File: src/rtl/fas_serial_ctrl_if.sv
// Requester-side bundle for fas_serial_ctrl: operation request in, result/status out.
interface fas_serial_ctrl_if #(
    parameter int WIDTH = 8
);
    logic             start;
    logic             op_add;
    logic [WIDTH-1:0] op_a;
    logic [WIDTH-1:0] op_b;
    logic             busy;
    logic             done;
    logic [WIDTH-1:0] result;
    logic             carry_out;

    modport master (output start, op_add, op_a, op_b,
                    input  busy, done, result, carry_out);
    modport slave  (input  start, op_add, op_a, op_b,
                    output busy, done, result, carry_out);
endinterface

File: src/rtl/fas_serial_ctrl.sv
// Bit-serial add/sub sequencer driving one external 1-bit full adder/subtractor LSB-first.
// Optional macro FAS_SERIAL_OVF_EN adds a registered signed-overflow output.
module fas_serial_ctrl #(
    parameter int WIDTH = 8
) (
    input  logic               clk,
    input  logic               rst,
    fas_serial_ctrl_if.slave   req,
    output logic               fas_a,
    output logic               fas_b,
    output logic               fas_cin,
    output logic               fas_a_ns,
    input  logic               fas_s,
    input  logic               fas_cout
`ifdef FAS_SERIAL_OVF_EN
    ,
    output logic               overflow
`endif
);
    localparam int IDX_W = $clog2(WIDTH);

    typedef enum logic [1:0] {IDLE, RUN, DONE} state_t;

    state_t             state, state_nx;
    logic [WIDTH-1:0]   a_sh, b_sh, result_q;
    logic [IDX_W-1:0]   idx;
    logic               carry_q, op_add_q, carry_out_q;
    logic               accept, last_bit;

    // start is only honoured outside RUN; requests while busy are dropped
    assign accept   = req.start && (state != RUN);
    assign last_bit = (state == RUN) && (idx == IDX_W'(WIDTH - 1));

    always_ff @(posedge clk) begin
        if (rst) state <= IDLE;
        else     state <= state_nx;
    end

    always_comb begin
        state_nx = state;
        case (state)
            IDLE:    if (req.start) state_nx = RUN;
            RUN:     if (last_bit)  state_nx = DONE;
            DONE:    state_nx = req.start ? RUN : IDLE;
            default: state_nx = IDLE;
        endcase
    end

    always_comb begin
        req.busy  = (state == RUN);
        req.done  = (state == DONE);
        fas_a     = 1'b0;
        fas_b     = 1'b0;
        fas_cin   = 1'b0;
        fas_a_ns  = op_add_q;
        if (state == RUN) begin
            fas_a   = a_sh[0];
            fas_b   = b_sh[0];
            fas_cin = carry_q;
        end
    end

    always_ff @(posedge clk) begin
        if (rst) begin
            a_sh        <= '0;
            b_sh        <= '0;
            idx         <= '0;
            carry_q     <= 1'b0;
            op_add_q    <= 1'b1;
            result_q    <= '0;
            carry_out_q <= 1'b0;
`ifdef FAS_SERIAL_OVF_EN
            overflow    <= 1'b0;
`endif
        end else if (accept) begin
            a_sh     <= req.op_a;
            b_sh     <= req.op_b;
            op_add_q <= req.op_add;
            idx      <= '0;
            carry_q  <= 1'b0;
            result_q <= '0;
        end else if (state == RUN) begin
            result_q[idx] <= fas_s;
            carry_q       <= fas_cout;
            a_sh          <= a_sh >> 1;
            b_sh          <= b_sh >> 1;
            idx           <= idx + IDX_W'(1);
            if (last_bit) begin
                carry_out_q <= fas_cout;
`ifdef FAS_SERIAL_OVF_EN
                // carry_q holds the carry into the MSB during the last bit
                overflow    <= carry_q ^ fas_cout;
`endif
            end
        end
    end

    assign req.result    = result_q;
    assign req.carry_out = carry_out_q;
endmodule
File: src/flat_wrapper.sv
// flat-port wrapper written by rule: the top's interface ports become plain ports
module fas_serial_ctrl_flat 
#(
    parameter int WIDTH = 8
)
  (clk, rst, fas_a, fas_b, fas_cin, fas_a_ns, fas_s, fas_cout, req_start, req_op_add, req_op_a, req_op_b, req_busy, req_done, req_result, req_carry_out);
  fas_serial_ctrl_if #(.WIDTH(WIDTH)) req_i ();
  input  logic clk;
  input  logic rst;
  output logic fas_a;
  output logic fas_b;
  output logic fas_cin;
  output logic fas_a_ns;
  input  logic fas_s;
  input  logic fas_cout;
  input wire logic [$bits(req_i.start)-1:0] req_start;
  input wire logic [$bits(req_i.op_add)-1:0] req_op_add;
  input wire logic [$bits(req_i.op_a)-1:0] req_op_a;
  input wire logic [$bits(req_i.op_b)-1:0] req_op_b;
  output wire logic [$bits(req_i.busy)-1:0] req_busy;
  output wire logic [$bits(req_i.done)-1:0] req_done;
  output wire logic [$bits(req_i.result)-1:0] req_result;
  output wire logic [$bits(req_i.carry_out)-1:0] req_carry_out;
  assign req_i.start = req_start;
  assign req_i.op_add = req_op_add;
  assign req_i.op_a = req_op_a;
  assign req_i.op_b = req_op_b;
  assign req_busy = req_i.busy;
  assign req_done = req_i.done;
  assign req_result = req_i.result;
  assign req_carry_out = req_i.carry_out;
  fas_serial_ctrl #(.WIDTH(WIDTH)) u_core (.clk(clk), .rst(rst), .req(req_i), .fas_a(fas_a), .fas_b(fas_b), .fas_cin(fas_cin), .fas_a_ns(fas_a_ns), .fas_s(fas_s), .fas_cout(fas_cout));
endmodule
File: config.mk
export PLATFORM = sky130hd
export DESIGN_NAME = fas_serial_ctrl_flat
export DESIGN_NICKNAME = d
export VERILOG_FILES = /design/src/rtl/fas_serial_ctrl_if.sv /design/src/rtl/fas_serial_ctrl.sv /design/src/flat_wrapper.sv
export SDC_FILE = /design/constraint.sdc
export NUM_CORES = 1
export LEC_CHECK = 0
export BUFFER_PORTS_ARGS = -buffer_cell sky130_fd_sc_hd__buf_4
export CORE_MARGIN = 3
export CORE_UTILIZATION = 35
export CTS_BUF_LIST = sky130_fd_sc_hd__clkbuf_2 sky130_fd_sc_hd__clkbuf_4 sky130_fd_sc_hd__clkbuf_8
export DETAILED_ROUTE_END_ITERATION = 7
export GPL_TIMING_DRIVEN = 0
export PLACE_DENSITY = 0.57
export SLEW_MARGIN = 20
export SYNTH_ARGS = -nofsm -noshare
export SYNTH_HDL_FRONTEND = slang
export SYNTH_SLANG_ARGS = --single-unit
File: constraint.sdc
create_clock -name clk -period 2.99 [get_ports clk]
set_input_delay 0.1495 -clock clk [delete_from_list [all_inputs] [get_ports clk]]
set_output_delay 0.1495 -clock clk [all_outputs]
set_load 0.005 [all_outputs]
==> key figures, run 1 <==
Run status
  – Status: complete, no violations

GRT
  – Antenna violations before repair: 0
  – Global route overflow: 0
  – Gr usage total: 0.143
  – Vias in the first global route: 1,200
  – Largest net degree at the start of global routing: 11
  – First-pass GRT wire length: 5.53 mm

Die
  – Die Height: 69.8 µm
  – Die width: 69.8 µm
  – Die area: 4870 µm²
  – Core Region: 3800 µm²
  – Initial Util: 0.375
  – Core Rows: 22
  – Boundary pin count: 37

Drt
  – Antenna-violating nets left: 0
  – Number of remaining DRC errors: 0
  – Via count: 1,235
  – Via/cell ratio: 5.08
  – Drt initial violations: 74
  – TritonRoute pass-1 iters: 4
  – Drt total wl: 3.35 mm
  – Drt wl/cell: 13.8 µm

Timing
  – Slew @ Worst Pin: 670 ps
  – Period Utilization, post-route: 0.613
  – Final setup violation count: 0
  – Max-slew headroom: 0.552
  – Slew Viols, Final: 0
  – Final Hold Viols: 0
  – RSZ-0062 raised after global routing: no
  – Final Skew: 6.20 ps
  – FMAX: 546 MHz
  – TNS Setup: 0 ps
  – Final Critical Period: 1830 ps

Power
  – VDD IR max: 0.275 mV
  – PD cells: 518 nW/µm²
  – LEAKAGE: 0.807 nW

Clocking
  – H-Tree Depth: 2
  – Number of post-CTS setup repair buffers: 0
  – CTS Root Cell: clkbuf_8
  – # resized after CTS: 0
  – Hold buffer count at cts: 0
  – CTS tree: yes
  – Number of CTS-inserted buffers: 5
  – TritonCTS Sinks: 32
  – Clock Latency Late Sink: 290 ps
  – Clock Tree Buf Depth: 2
  – Reg clk slew, reported paths: 70 ps

Critical path
  – CP max stage delay: 360 ps
  – Slowest-stage cell, CP: dfxtp_1
  – Critical Path Fanout Max: 10
  – Cells along the critical path: nand2b_1 -> clkinv_1 -> buf_2 -> and2_1 -> buf_4
  – Worst Path Buf+Inv: 3
  – Crit path max-delay family: buffers and inverters
  – Endpoint type of the worst setup path: output pin
  – Worst EP required: 2840 ps
  – Arrival @ worst endpoint: 1680 ps
  – CP Launch Type: register
  – Worst Path Class, Setup: register to output pin

Logic synthesis
  – Yosys top cell area share: 0.450
  – Top post-synthesis cells by area: dfxtp_1 45%, mux2i_1 11%, a211oi_1 7.4%
  – Syn. warnings: 0
  – Mapped Area: 1420 µm²
  – Library cells used by synthesis: 32
  – Syn_nets: 177
  – Avg Inst Size Synth: 9.30 µm²
  – Synthesized instance count: 153
  – Sequential fraction of the synthesis area: 0.450
  – Synthesis-stage register bit count: 32
  – Area leader, netlist: dfxtp_1

Placement
  – PortBufs: 35
  – Post-DP HPWL: 2.39 mm
  – Gp weighted congestion: 0.729

Cells and area
  – Final net count: 219
  – Ratio of cells with drive above 1 in the final layout: 0.287
  – Synthesis-to-layout area growth: 29.5%
  – Final Core Density: 0.485
  – Ant. Diodes: 0

Flow run
  – MaxCap Viol Count: 0

Worst hold path
  – Hold Crit Class: input pin to register
-- registers in the layout (all words and copies together) (netlist names) --
register	flops
u_core.a_sh	8
u_core.b_sh	8
u_core.req.result	8
u_core.idx	3
u_core.state	2
u_core.carry_q	1
u_core.fas_a_ns	1
u_core.req.carry_out	1
-- worst reg2reg max path, stage by stage (launching register included) --
cell,delay [ps]
dfxtp_1,390
nor3b_1,590
a21boi_0,200
o21ba_2,240
-- layout make-up --
cell class	count	area, µm²
multi-input combinational	103	689
fill	392	1960
sequential	32	641
tap	48	60.1
clock buffer	7	96.3
timing repair buffer	35	263
inverter	7	26.3
buffer	11	66.3
-- where the power goes --
group,switching (mW),leakage [nW],internal [mW]
Clock,0.156,0.0503,0.205
Sequential,0.0142,0.262,0.451
Combinational,0.0660,0.495,0.0625
-- metrics by stage --
stage          hold slack, ps  cells  setup WS (ps)  instance area [µm²]  power, mW
5_1_grt                   111    243           1050                 1840      0.999
2_1_floorplan             285    153           1800                 1420      0.552
3_5_place_dp              404    236           1480                 1750      0.604
6_report                  112    243           1160                 1840      0.955
3_3_place_gp              389    236           1490                 1750      0.600
4_1_cts                   108    243           1150                 1840      0.964
-- cells in the mapped netlist, drive strengths merged --
library cell / n
a21oi: 10
ha: 2
a21boi: 3
a211oi: 14
nand3b: 1
mux2i: 16
clkbuf: 2
a311o: 1
nand4: 4
and3: 2
nor3: 2
inv: 6
a21o: 1
o31ai: 2
or4: 1
o21ba: 2
clkinv: 1
xnor2: 1
and2: 3
nor2b: 3
o41ai: 1
a2bb2oi: 1
nor2: 18
nand2: 8
nand3: 2
dfxtp: 32
buf: 9
nor3b: 1
a31o: 3
nand2b: 1
-- placed cells by master (no fill, tap or decap), drive strengths merged, types with 2 or more instances in the layout --
cell    count
o31ai       2
inv         6
nand4       4
nor2b       3
a21oi      10
mux2i      16
nor2       18
and2        3
and3        2
buf        44
a31o        3
o21ba       2
dfxtp      32
nor3        2
nand2       8
a21boi      3
ha          2
clkbuf      9
nand3       2
a211oi     14
-- metal layers --
metal | GRT usage | up-vias | wire, µm
met5 | 0 | - | 0
met4 | 0.0511 | 0 | 40
met3 | 0.0681 | 4 | 226
met2 | 0.221 | 30 | 1520
met1 | 0.173 | 570 | 1560
li1 | - | 631 | -
-- cells by family (layout without fill, tap and decap cells) --
kind of cell               after synthesis  after routing  share of synthesized area
adders and majority gates                2              2                     0.0176
muxes                                   16             16                      0.113
and+or+nand+nor                         46             46                      0.156
DFF                                     32             32                      0.450
AOI/OAI and AO/OA                       38             38                      0.193
xor gates and xnor gates                 1              1                    0.00616
buffers and inverters                   18             60                     0.0651
-- path summary, 6_finish.rpt --
kind | startpoint | end | slack [ps] | cells past startpoint
setup / recovery | u_core.state[1] | fas_b | 1160 | 5
hold / removal | req_op_add | u_core.fas_a_ns | 110 | 2
setup reg to reg | u_core.state[0] | u_core.req.result[4] | 1470 | 3
hold reg to reg | u_core.carry_q | u_core.carry_q | 460 | 2
Note: power is estimated with default switching activity, not from simulation.
==> inputs of run 2 (changes only) <==
--- a/config.mk
+++ b/config.mk
@@ -5,13 +5,14 @@
 export SDC_FILE = /design/constraint.sdc
 export NUM_CORES = 1
 export LEC_CHECK = 0
+export ABC_AREA = 1
 export BUFFER_PORTS_ARGS = -buffer_cell sky130_fd_sc_hd__buf_4
 export CORE_MARGIN = 3
 export CORE_UTILIZATION = 35
 export CTS_BUF_LIST = sky130_fd_sc_hd__clkbuf_2 sky130_fd_sc_hd__clkbuf_4 sky130_fd_sc_hd__clkbuf_8
 export DETAILED_ROUTE_END_ITERATION = 7
 export GPL_TIMING_DRIVEN = 0
-export PLACE_DENSITY = 0.57
+export PLACE_DENSITY = 0.56
 export SLEW_MARGIN = 20
 export SYNTH_ARGS = -nofsm -noshare
 export SYNTH_HDL_FRONTEND = slang
==> constraint.sdc (replaced) <==
create_clock -name clk -period 1.8 [get_ports clk]
set_input_delay 0.09 -clock clk [delete_from_list [all_inputs] [get_ports clk]]
set_output_delay 0.09 -clock clk [all_outputs]
set_load 0.005 [all_outputs]
==> run 2 against run 1 <==
Net effect: combinational power increased by 83%; routed wire length increased by 9.4%; via count grew 20%; clock power increased by 66%; register-to-register slack got worse by 840 ps; synthesized cell count is 45% higher; worst hold slack worse by 50 ps; sequential share of layout area fell by 2.5 points; cell count up 31%; worst setup slack worse by 750 ps; largest power group unchanged.
==> key figures, run 2 <==
Run status
  – Status: complete, no violations

Logic synthesis
  – Synthesis-stage register bit count: 32
  – Async SR Flop Fraction: 0
  – Library cells used by synthesis: 16
  – Synthesized instance count: 222
  – Syn_nets: 246
  – Sequential fraction of the synthesis area: 0.418
  – Post-synth EDFFs: 0
  – Syn. warnings: 0
  – Most used DFF post-synth: dfxtp_1
  – Top post-synthesis cells by area: dfxtp_1 42%, nand3_1 16%, nand2_1 14%
  – Yosys top cell area share: 0.418
  – Avg Inst Size Synth: 6.91 µm²
  – Area leader, netlist: dfxtp_1
  – Synth cell count leaders: 57 x nand2_1, 48 x nand3_1, 32 x dfxtp_1, 26 x inv_1, 25 x nor2_1
  – Mapped Area: 1530 µm²
  – Most common cell in the synthesized netlist: nand2_1

Critical path
  – Worst Path Class, Setup: register to output pin
  – Cells on worst reg2reg path: 7
  – Endpoint type of the worst setup path: output pin
  – Arrival @ worst endpoint: 1300 ps
  – CP Launch Type: register
  – Critical Path Fanout Max: 10
  – R2R Setup Slk: 630 ps
  – Worst EP required: 1710 ps

Clocking
  – Clock Tree Buf Depth: 2
  – Number of CTS-inserted buffers: 5
  – CTS Root Cell: clkbuf_8
  – H-Tree Depth: 2
  – Number of post-CTS setup repair buffers: 0
  – Reg clk slew, reported paths: 60 ps
  – # resized after CTS: 0
  – TritonCTS Sinks: 32
  – CTS tree: yes
  – Hold buffer count at cts: 2
  – Clock Latency Late Sink: 280 ps

Cells and area
  – Final net count: 291
  – Ratio of cells with drive above 1 in the final layout: 0.243
  – Final Core Density: 0.482
  – Commonest non-fill, non-tap cell in the layout: nand2_1
  – Final Non-Filler Cells: 318
  – Ant. Diodes: 0
  – Design Area, Final: 1980 µm²
  – Synthesis-to-layout area growth: 29.4%
  – Fillcell total: 444
  – Most frequent cells in the layout: 57 x nand2_1, 48 x nand3_1, 36 x buf_4, 32 x dfxtp_1, 26 x inv_1

Timing
  – TNS Setup: 0 ps
  – FMAX: 717 MHz
  – Final setup violation count: 0
  – Final Critical Period: 1390 ps
  – Slew @ Worst Pin: 313 ps
  – Max-slew headroom: 0.791
  – Period Utilization, post-route: 0.774
  – Final Hold Viols: 0
  – RSZ-0062 raised after global routing: no
  – Slew Viols, Final: 0
  – Hold slack: 62.4 ps
  – Final WS setup: 406 ps
  – Final Skew: 3.23 ps

GRT
  – Global route overflow: 0
  – Antenna violations before repair: 0
  – Gr usage total: 0.152
  – Vias in the first global route: 1,352
  – Largest net degree at the start of global routing: 11
  – First-pass GRT wire length: 6.13 mm

Placement
  – Gp weighted congestion: 0.765
  – DP Cell Count: 308
  – Post-DP Area: 1870 µm²
  – PortBufs: 36
  – Pre-CTS worst setup slack: 652 ps
  – Post-DP HPWL: 2.63 mm

Drt
  – Drt wl/cell: 11.5 µm
  – Drt total wl: 3.66 mm
  – Antenna-violating nets left: 0
  – Drt initial violations: 70
  – Via count: 1,478
  – TritonRoute pass-1 iters: 4
  – Number of remaining DRC errors: 0
  – Via/cell ratio: 4.65

Worst hold path
  – Hold Crit Class: input pin to register
  – Worst hold stages: 3

Power
  – LEAKAGE: 1.01 nW
  – VDD IR max: 0.342 mV
  – Total Power: 1.59 mW
  – PD cells: 802 nW/µm²

Die
  – Die width: 72.2 µm
  – Die Height: 72.2 µm
  – Boundary pin count: 37
  – Die area: 5210 µm²
  – Initial Util: 0.373
  – Core Rows: 23
  – Core Region: 4120 µm²

Flow run
  – MaxCap Viol Count: 0
==> run 2: cell types whose count changed after synthesis, moves of 4 or more <==
cell | before | now
nand3_1 | 2 | 48
buf_6 | 1 | 5
nand2_1 | 8 | 57
mux2i_1 | 16 | 0
a211oi_1 | 14 | 0
nor2_1 | 18 | 25
inv_1 | 6 | 26
nand3_2 | 0 | 4
nand4_1 | 4 | 0
==> run 2: path summary, 6_finish.rpt <==
| kind | start | end |
|---|---|---|
| worst max-delay path | u_core.state[0] | fas_cin |
| worst max register to register | u_core.state[0] | u_core.b_sh[4] |
| worst min-delay path | req_op_add | u_core.fas_a_ns |
| worst min register to register | u_core.a_sh[7] | u_core.a_sh[7] |
==> run 2: worst max-delay path, cell delays in order, from the launching register on <==
cell and delay (ps):
dfxtp_1 400, nand2_2 110, buf_6 160, buf_6 140
nor2_1 90, buf_4 110
==> run 2: layout make-up <==
class	instances	area, µm²	area share
Buffer	10	81.3	0.0410
Timing Repair Buffer	38	290	0.146
Tap cell	50	62.6	0.0315
Sequential cell	32	641	0.323
Multi-Input combinational cell	151	703	0.354
Clock buffer	8	97.6	0.0492
Inverter	29	109	0.0549
==> run 2: kinds of logic after synthesis <==
| group | Yosys count | synth area share |
|---|---|---|
| buf+inv | 39 | 0.124 |
| flops | 32 | 0.418 |
| compound gates | 10 | 0.0343 |
| simple gates | 139 | 0.408 |
| fa+ha+maj | 2 | 0.0163 |
==> run 2: metal layers <==
layer,vias up,global-route usage,part of all wire
li1,790,-,-
met5,-,0,0
met1,643,0.209,0.50
met4,0,0.0564,0.016
met2,39,0.222,0.42
met3,6,0.0485,0.064
==> run 2: report_power, final <==
part	leakage, nW	internal, mW	switching, mW
clock network	0.0523	0.342	0.257
logic	0.694	0.108	0.128
registers	0.261	0.740	0.0187
total	1.01	1.19	0.404
